**config.mk**
```make
export PLATFORM = sky130hd
export DESIGN_NAME = fetch_stage
export DESIGN_NICKNAME = d
export VERILOG_FILES = /design/src/rtl/fetch_stage_pkg.sv /design/src/rtl/fetch_stage.sv
export SDC_FILE = /design/constraint.sdc
export NUM_CORES = 1
export LEC_CHECK = 0
export BUFFER_PORTS_ARGS = -buffer_cell sky130_fd_sc_hd__clkbuf_2
export CORE_MARGIN = 5
export CORE_UTILIZATION = 25
export DETAILED_ROUTE_END_ITERATION = 6
export GPL_TIMING_DRIVEN = 0
export PLACE_DENSITY_LB_ADDON = 0.1
export SYNTH_ARGS = -nofsm -noshare
export SYNTH_HDL_FRONTEND = slang
export SYNTH_SLANG_ARGS = --single-unit
export TNS_END_PERCENT = 1
```
**constraint.sdc**
```tcl
create_clock -name CLK -period 5 [get_ports CLK]
set_input_delay 1 -clock CLK [delete_from_list [all_inputs] [get_ports CLK]]
set_output_delay 1 -clock CLK [all_outputs]
set_load 0.02 [all_outputs]
```
**src/rtl/fetch_stage_pkg.sv**
```systemverilog
// Shared fetch-stage definitions: opcodes, the fetch NOP and the fetch FSM state type.
package fetch_stage_pkg;

  localparam logic [6:0]  OPC_JAL     = 7'b1101111;
  localparam logic [31:0] NOP_INSTR_C = 32'h0000_0013;

  typedef enum logic [1:0] {
    IDLE = 2'd0,
    WAIT = 2'd1,
    DROP = 2'd2
  } fetch_state_t;

  function automatic logic is_jal(input logic [31:0] ir);
    return ir[6:0] == OPC_JAL;
  endfunction

endpackage

```
**src/rtl/fetch_stage.sv**
```systemverilog
// Instruction fetch stage: PC, single-outstanding imem handshake, fetch buffer and F->D register.
module fetch_stage
  import fetch_stage_pkg::*;
#(
  parameter logic [31:0] RESET_VECTOR = 32'h0000_0000,
  parameter logic [31:0] NOP_INSTR    = NOP_INSTR_C
) (
  input  logic        CLK,
  input  logic        RST_N,
  input  logic        STALL,
  input  logic        REDIRECT,
  input  logic [31:0] REDIRECT_TGT,
  input  logic [31:0] JAL,
  output logic        IMEM_REQ,
  output logic [31:0] IMEM_ADDR,
  input  logic        IMEM_RVALID,
  input  logic [31:0] IMEM_RDATA,
  output logic [31:0] F_IR,
  output logic [31:0] F_PC,
  output logic        F_VALID,
  output logic [31:0] D_IR,
  output logic [31:0] D_PC,
  output logic        D_VALID
);

  fetch_state_t state_q, state_d;
  logic [31:0]  pc_q, pc_d;
  logic [31:0]  req_pc_q, req_pc_d;
  logic [31:0]  f_ir_q, f_ir_d;
  logic [31:0]  f_pc_q, f_pc_d;
  logic         f_valid_q, f_valid_d;
  logic [31:0]  d_ir_q, d_ir_d;
  logic [31:0]  d_pc_q, d_pc_d;
  logic         d_valid_q, d_valid_d;

  logic         adv;
  logic         issue;
  logic [31:0]  npc;
  logic [31:0]  fetch_addr;

  // A JAL in the buffer steers the successor fetch directly, so no flush is needed.
  always_comb begin
    npc        = is_jal(f_ir_q) ? JAL : f_pc_q + 32'd4;
    adv        = f_valid_q & ~STALL & ~REDIRECT;
    issue      = (state_q == IDLE) & ~REDIRECT & (~f_valid_q | adv);
    fetch_addr = (adv ? npc : pc_q) & ~32'h3;
  end

  always_ff @(posedge CLK or negedge RST_N) begin
    if (!RST_N) state_q <= IDLE;
    else        state_q <= state_d;
  end

  // A redirect while waiting turns the in-flight response into one to be discarded.
  always_comb begin
    state_d = state_q;
    case (state_q)
      IDLE:    if (issue) state_d = WAIT;
      WAIT:    if (IMEM_RVALID) state_d = IDLE;
               else if (REDIRECT) state_d = DROP;
      DROP:    if (IMEM_RVALID) state_d = IDLE;
      default: state_d = IDLE;
    endcase
  end

  always_comb begin
    IMEM_REQ  = RST_N & issue;
    IMEM_ADDR = fetch_addr;
  end

  always_comb begin
    pc_d      = pc_q;
    req_pc_d  = req_pc_q;
    f_ir_d    = f_ir_q;
    f_pc_d    = f_pc_q;
    f_valid_d = f_valid_q;
    d_ir_d    = d_ir_q;
    d_pc_d    = d_pc_q;
    d_valid_d = d_valid_q;

    if (issue) req_pc_d = fetch_addr;

    // The buffer is always empty in WAIT, so a fill never collides with an advance.
    if ((state_q == WAIT) && IMEM_RVALID && !REDIRECT) begin
      f_ir_d    = IMEM_RDATA;
      f_pc_d    = req_pc_q;
      f_valid_d = 1'b1;
    end

    if (REDIRECT) begin
      pc_d      = REDIRECT_TGT & ~32'h3;
      f_valid_d = 1'b0;
      d_valid_d = 1'b0;
      d_ir_d    = NOP_INSTR;
    end else if (adv) begin
      d_pc_d    = f_pc_q;
      d_ir_d    = f_ir_q;
      d_valid_d = 1'b1;
      f_valid_d = 1'b0;
      pc_d      = npc;
    end else if (!STALL) begin
      d_valid_d = 1'b0;
      d_ir_d    = NOP_INSTR;
    end
  end

  always_ff @(posedge CLK or negedge RST_N) begin
    if (!RST_N) begin
      pc_q      <= RESET_VECTOR;
      req_pc_q  <= 32'h0;
      f_ir_q    <= NOP_INSTR;
      f_pc_q    <= 32'h0;
      f_valid_q <= 1'b0;
      d_ir_q    <= NOP_INSTR;
      d_pc_q    <= 32'h0;
      d_valid_q <= 1'b0;
    end else begin
      pc_q      <= pc_d;
      req_pc_q  <= req_pc_d;
      f_ir_q    <= f_ir_d;
      f_pc_q    <= f_pc_d;
      f_valid_q <= f_valid_d;
      d_ir_q    <= d_ir_d;
      d_pc_q    <= d_pc_d;
      d_valid_q <= d_valid_d;
    end
  end

  always_comb begin
    F_IR    = f_ir_q;
    F_PC    = f_pc_q;
    F_VALID = f_valid_q;
    D_IR    = d_ir_q;
    D_PC    = d_pc_q;
    D_VALID = d_valid_q;
  end

endmodule

```
==> impl_metrics.toml, run 1 <==
[layout]
nNetsFinal = 1108
final_common_cell = "clkbuf_2"
syn_to_final_growth_pct = 29.79
final_cell_mix = "clkbuf_2, dfrtp_1, nand2_1"
drive_gt1_share_pct = 40.96
final_area_sq_um = 10680
n_fill_cell = 3467
layoutNonFillerInstCount = 1461

[die]
core.rowCount = 66
pin_count = 264
coreArea_sq_um = 32540
die_width_um = 191.4
start_util_pct = 25.28
die_area_sq_um = 36630
die_h_um = 191.4

[global_route]
grt_max_degree = 103
grt_pass1_vias = 6912
antenna_found_initial = 1
grt_pass1_wl_mm = 44.55
use_met1_pct = 21.56
grt-busiest-layer = "met2"
grt_use_met2_pct = 26.04
grt-ovfl-total = 0
grt_util_met3_pct = 5.953
grtUsageTotal_pct = 16.31

[yosys]
seq_area_frac_synth_pct = 57.28
synthArstFlopShare_pct = 100.0
postSynthCellCount = 729
netlist_area_sq_um = 8227
synth_warnings = 0
ys.flop_type = "dfrtp_1"
synth-edff-count = 0
synth_cell_types = 47
syn_avg_cell_area_sq_um = 11.28
synth-seq-cells = 188

[timing]
tns_ps = 0
grt_setup_unrepaired = "false"
hold_violations = 0
slew_violations = 0
fin_skew_ps = 11.30
finalSetupViolCount = 0
fmax_mhz = 212.6
maxSlewHeadroom_pct = 20.42
layout_worst_path_cycle_share_pct = 94.05
holdWs_ps = 472.7
tightest_slew_ps = 1189
period_minus_slack_ps = 4703

[critical_path]
critical_path.top_delay_family = "buffers and inverters"
cp_slowest_cell = "clkbuf_1"
critPathMostFrequentCell = "clkbuf_1"
r2r_cells = 7
worstPathBufferInverterCount = 5
path_class = "in2out"
rr_startpoint = "F_VALID$_DFFE_PN0P_"
cp.required_ps = 4000
r2r-end = "D_PC[20]$_DFFE_PN0P_"
crit_chain = "clkbuf_1, nor2_1, and2_1, clkbuf_1, clkbuf_2, clkbuf_1, o211ai_1, nand2_1, clkbuf_2"
cp_max_fo = 10
cp_data_arrival_time_ps = 3700
r2r_slack_ps = 1890
slowest_delay_ps = 560
end_kind = "primary output"
startpoint_type = "input port"

[clock_tree]
h-tree-depth = 4
clk_pin_slew_ps = 60
cts_made_buffers = 17
cts_sinks = 188
clock_path_buffers = 2
cts_hold_buf = 0
cts_tree = "built"
clk-insertion-delay-late_ps = 440
cts-root-buf = "clkbuf_16"

[route]
routedWlPerCell_um = 20.42
dr.pass1.iters = 4
drt_wl_total_mm = 29.83
vias_per_cell = 4.431
antenna_left = 0
route.vias.total = 6474
dr.first_iter.drc_count = 329
drt_drc_violations_left = 0

[place]
dp_hpwl_mm = 21.47
port_buffers = 252
gp_congestion = 0.7479
place_area_sq_um = 10100
placed_cells_incl_taps = 1429

[status]
status = "finished clean"

[pwr]
p_per_area_nw_per_um2 = 536.4
p_leak_nw = 5.104
ir_worst_vdd_mv = 0.2497

[worst_hold_path]
hp-class = "reg2reg"
holdPathEnd = "D_PC[18]$_DFFE_PN0P_"
hold_start = "D_PC[18]$_DFFE_PN0P_"
hold_path_depth = 2

[flow_run]
max_cap_viol_count = 0
cell families (layout without fill, tap and decap cells):
kind of cell | count (synthesis) | count (layout) | synth area share, %
buf+inv | 56 | 340 | 2.920
flops | 188 | 188 | 57.28
mux | 111 | 111 | 15.29
simple gates | 246 | 246 | 13.48
xor+xnor | 21 | 21 | 2.236
fa+ha+maj | 1 | 1 | 0.1521
other cells | 1 | 7 | 0.04558
compound gates | 105 | 105 | 8.609
metal layers:
layer | part of all wire, % | wire length [um]
met1 | 46 | 13590
met2 | 46 | 13740
met3 | 7.7 | 2295
met4 | 0.63 | 187
met5 | 0.044 | 13
sequential cells by signal (all words and copies together), names as in the netlist:
signal / cells
req_pc_q: 30
D_VALID: 1
D_PC: 30
F_IR: 32
state_q: 2
F_PC: 30
D_IR: 32
F_VALID: 1
pc_q: 30
synthesized netlist by cell type (all sizes together) (2+ instances only):
library cell / number / area [sq um]
nor4: 4 / 25.02
a211o: 4 / 35.03
mux2i: 3 / 30.03
xor2: 11 / 96.34
o211ai: 6 / 45.04
o22a: 3 / 26.28
a22o: 29 / 254.0
nand4: 10 / 68.81
or4: 2 / 15.01
inv: 3 / 11.26
clkbuf: 39 / 148.9
nor2: 32 / 120.1
nand3: 23 / 127.6
a31o: 2 / 17.52
xnor2: 10 / 87.58
and4: 3 / 28.78
a21oi: 22 / 110.1
and3: 9 / 56.30
and2: 3 / 18.77
nand2: 136 / 510.5
a31oi: 8 / 50.05
dfstp: 6 / 157.7
buf: 14 / 80.07
nor3: 13 / 65.06
o21ai: 26 / 130.1
mux2: 108 / 1227
nor2b: 7 / 43.79
dfrtp: 182 / 4554
through the flow:
stage,worst slack (ps),power (mW),util (%)
floorplan,1391,3.603,-
global placement,-1587,4.426,30.92
detailed placement,-85.19,4.437,31.05
CTS,180.5,5.841,32.81
global route,65.01,6.097,32.81
finish,297.3,5.727,32.82
repair_timing:
item | in CTS | in global routing
buffers inserted | 0 | 0
resized for setup | 1 | 0
setup endpoints to repair | 1 | 0
how the worst max path moves through the flow:
stage / start / to / slack, ps / cells past startpoint
after floorplan: REDIRECT / IMEM_ADDR[13] / 1390 / 8
after global placement: RST_N / IMEM_REQ / -1590 / 3
after detailed placement: REDIRECT / IMEM_ADDR[13] / -90 / 9
after CTS: REDIRECT / IMEM_ADDR[13] / 180 / 9
after global routing: REDIRECT / IMEM_ADDR[13] / 70 / 9
final: REDIRECT / IMEM_ADDR[13] / 300 / 9
worst reg2reg max path, stage by stage (launching register included):
cell and delay (ps):
dfrtp_1 430, and2_1 180, clkbuf_1 470, clkbuf_2 460, clkbuf_1 560, buf_1 700, nand2_1 170, nand2_1 90
layout make-up:
class	instances	area (sq um)	area share (%)
sequential	188	4712	44.13
multi-input combinational	490	3299	30.90
timing repair buffer	253	1297	12.15
tap	442	553.0	5.179
clock buffer	17	425.4	3.984
buffer	53	230.2	2.156
clock inverter	14	146.4	1.371
inverter	3	11.26	0.1055
antenna	1	2.502	0.02344
report_power, final:
| group | leakage (nW) | internal, mW | switching (mW) | total (mW) |
|---|---|---|---|---|
| Combinational | 2.52 | 0.749 | 1.14 | 1.89 |
| Sequential | 2.31 | 2.01 | 0.465 | 2.47 |
| Clock | 0.275 | 0.735 | 0.631 | 1.37 |
Power figures use the tool's default switching activity.
==> inputs of run 2 (changes only) <==
Settings changed: CTS_BUF_LIST set to sky130_fd_sc_hd__clkbuf_8.
==> run 2 against run 1 <==
Effect of this change:
- cell count unchanged
- routed wire length about the same
- combinational power about the same
- first-iteration DRC count up 7.3%
- highest routed layer unchanged
==> impl_metrics.toml, run 2 (same netlist as run 1, synthesis figures left out) <==
[timing]
fin_skew_ps = 18.98
tightest_slew_ps = 1199
period_minus_slack_ps = 4696
hold_violations = 0
fmax_mhz = 213.0
grt_setup_unrepaired = "false"
layout_worst_path_cycle_share_pct = 93.92
slew_violations = 0
maxSlewHeadroom_pct = 19.80
finalSetupViolCount = 0
holdWs_ps = 478.3

[route]
dr.first_iter.drc_count = 353
vias_per_cell = 4.479
antenna_left = 0
dr.pass1.iters = 4
route.vias.total = 6544
drt_drc_violations_left = 0
routedWlPerCell_um = 20.42
drt_wl_total_mm = 29.83

[place]
gp_congestion = 0.7479
port_buffers = 252
placed_cells_incl_taps = 1429
dp_hpwl_mm = 21.47

[clock_tree]
clk_pin_slew_ps = 90
cts_sinks = 188
cts_tree = "built"
clk-insertion-delay-late_ps = 490
cts-root-buf = "clkbuf_8"
cts_made_buffers = 17
post_cts_buffers = 0
h-tree-depth = 4
clock_path_buffers = 2

[worst_hold_path]
hp-class = "reg2reg"

[status]
status = "finished clean"

[global_route]
grt-ovfl-total = 0
grt_pass1_wl_mm = 44.55
grtUsageTotal_pct = 16.30
antenna_found_initial = 1
grt_max_degree = 103
grt_pass1_vias = 6932

[pwr]
ir_worst_vdd_mv = 0.1932
seqPwrFrac_pct = 45.8
p_comb_share_pct = 35.1
p_int_mw = 3.195
pwr-share-clk_pct = 19.1
p_leak_nw = 5.016
switchingPower_mw = 2.196
p_per_area_nw_per_um2 = 514.1
sw_frac_of_total_pct = 40.74

[layout]
drive_gt1_share_pct = 40.96
final_cell_mix = "clkbuf_2, dfrtp_1, nand2_1"
syn_to_final_growth_pct = 27.47
post-route-util_pct = 32.23
nNetsFinal = 1108
final_common_cell = "clkbuf_2"
layoutNonFillerInstCount = 1461

[die]
die_area_sq_um = 36630
core.rowCount = 66
die_width_um = 191.4
start_util_pct = 25.28
die_h_um = 191.4
coreArea_sq_um = 32540
pin_count = 264

[critical_path]
cp.required_ps = 4000
startpoint_type = "input port"
cp_max_fo = 10
cp_data_arrival_time_ps = 3700
end_kind = "primary output"
path_class = "in2out"

[flow_run]
max_cap_viol_count = 0
[run 2: final timing paths]
path | slack, ps | start | to | cells after the start
max | 300 | REDIRECT | IMEM_ADDR[13] | 9
min | 480 | D_PC[18]$_DFFE_PN0P_ | D_PC[18]$_DFFE_PN0P_ | 2
max reg2reg | 1940 | F_VALID$_DFFE_PN0P_ | D_PC[20]$_DFFE_PN0P_ | 7
min reg2reg | 480 | D_PC[18]$_DFFE_PN0P_ | D_PC[18]$_DFFE_PN0P_ | 2
max in group asynchronous | 3430 | RST_N | D_IR[25]$_DFFE_PN0P_ | 2
min in group asynchronous | 550 | RST_N | D_PC[28]$_DFFE_PN0P_ | 1
[run 2: power by group through the flow]
stage               Clock (mW)  Sequential (mW)  Combinational (mW)
global route              1.13             2.55                2.07
floorplan                    0             2.82               0.781
CTS                       1.08             2.48                1.93
finish                    1.03             2.47                1.89
global placement             0             2.51                1.91
detailed placement           0             2.51                1.93
[run 2: timing repair]
action,4_1_cts,5_1_grt
endpoints found under the setup margin,1,0
hold buffers,0,0
resized for setup,1,0
[run 2: area by class of cell]
class                   count  area (sq um)
diodes                      1         2.502
plain buffers              53         230.2
clock buffers              17         234.0
clock inverters            14         146.4
fillers                  3484         22050
inverters                   3         11.26
multi-input cells         490          3299
flip-flops and latches    188          4712
well taps                 442         553.0
repair buffers            253          1297
[run 2: worst max-delay path: stages]
cell and delay (ps):
clkbuf_1 220, nor2_1 190, and2_1 170, clkbuf_1 460, clkbuf_2 440, clkbuf_1 550
o211ai_1 260, nand2_1 190, clkbuf_2 190
[run 2: metal layers]
| layer | share of wire (%) | vias up | track usage [%] |
|---|---|---|---|
| met2 | 46 | 219 | 26.18 |
| met1 | 45 | 3217 | 21.53 |
| met4 | 0.70 | 2 | 2.928 |
| met3 | 8.0 | 17 | 5.734 |
| li1 | - | 3089 | - |
| met5 | 0.044 | - | 0 |
[run 2: per-stage QoR]
stage | power [mW] | TNS [ps] | setup slack (ps) | instance area (sq um)
2_1_floorplan | 3.603 | 0 | 1391 | 8245
3_3_place_gp | 4.426 | -214720 | -1587 | 10060
3_5_place_dp | 4.437 | -85.19 | -85.19 | 10100
4_1_cts | 5.499 | 0 | 180.5 | 10480
5_1_grt | 5.752 | 0 | 65.01 | 10480
6_report | 5.391 | 0 | 304.1 | 10490
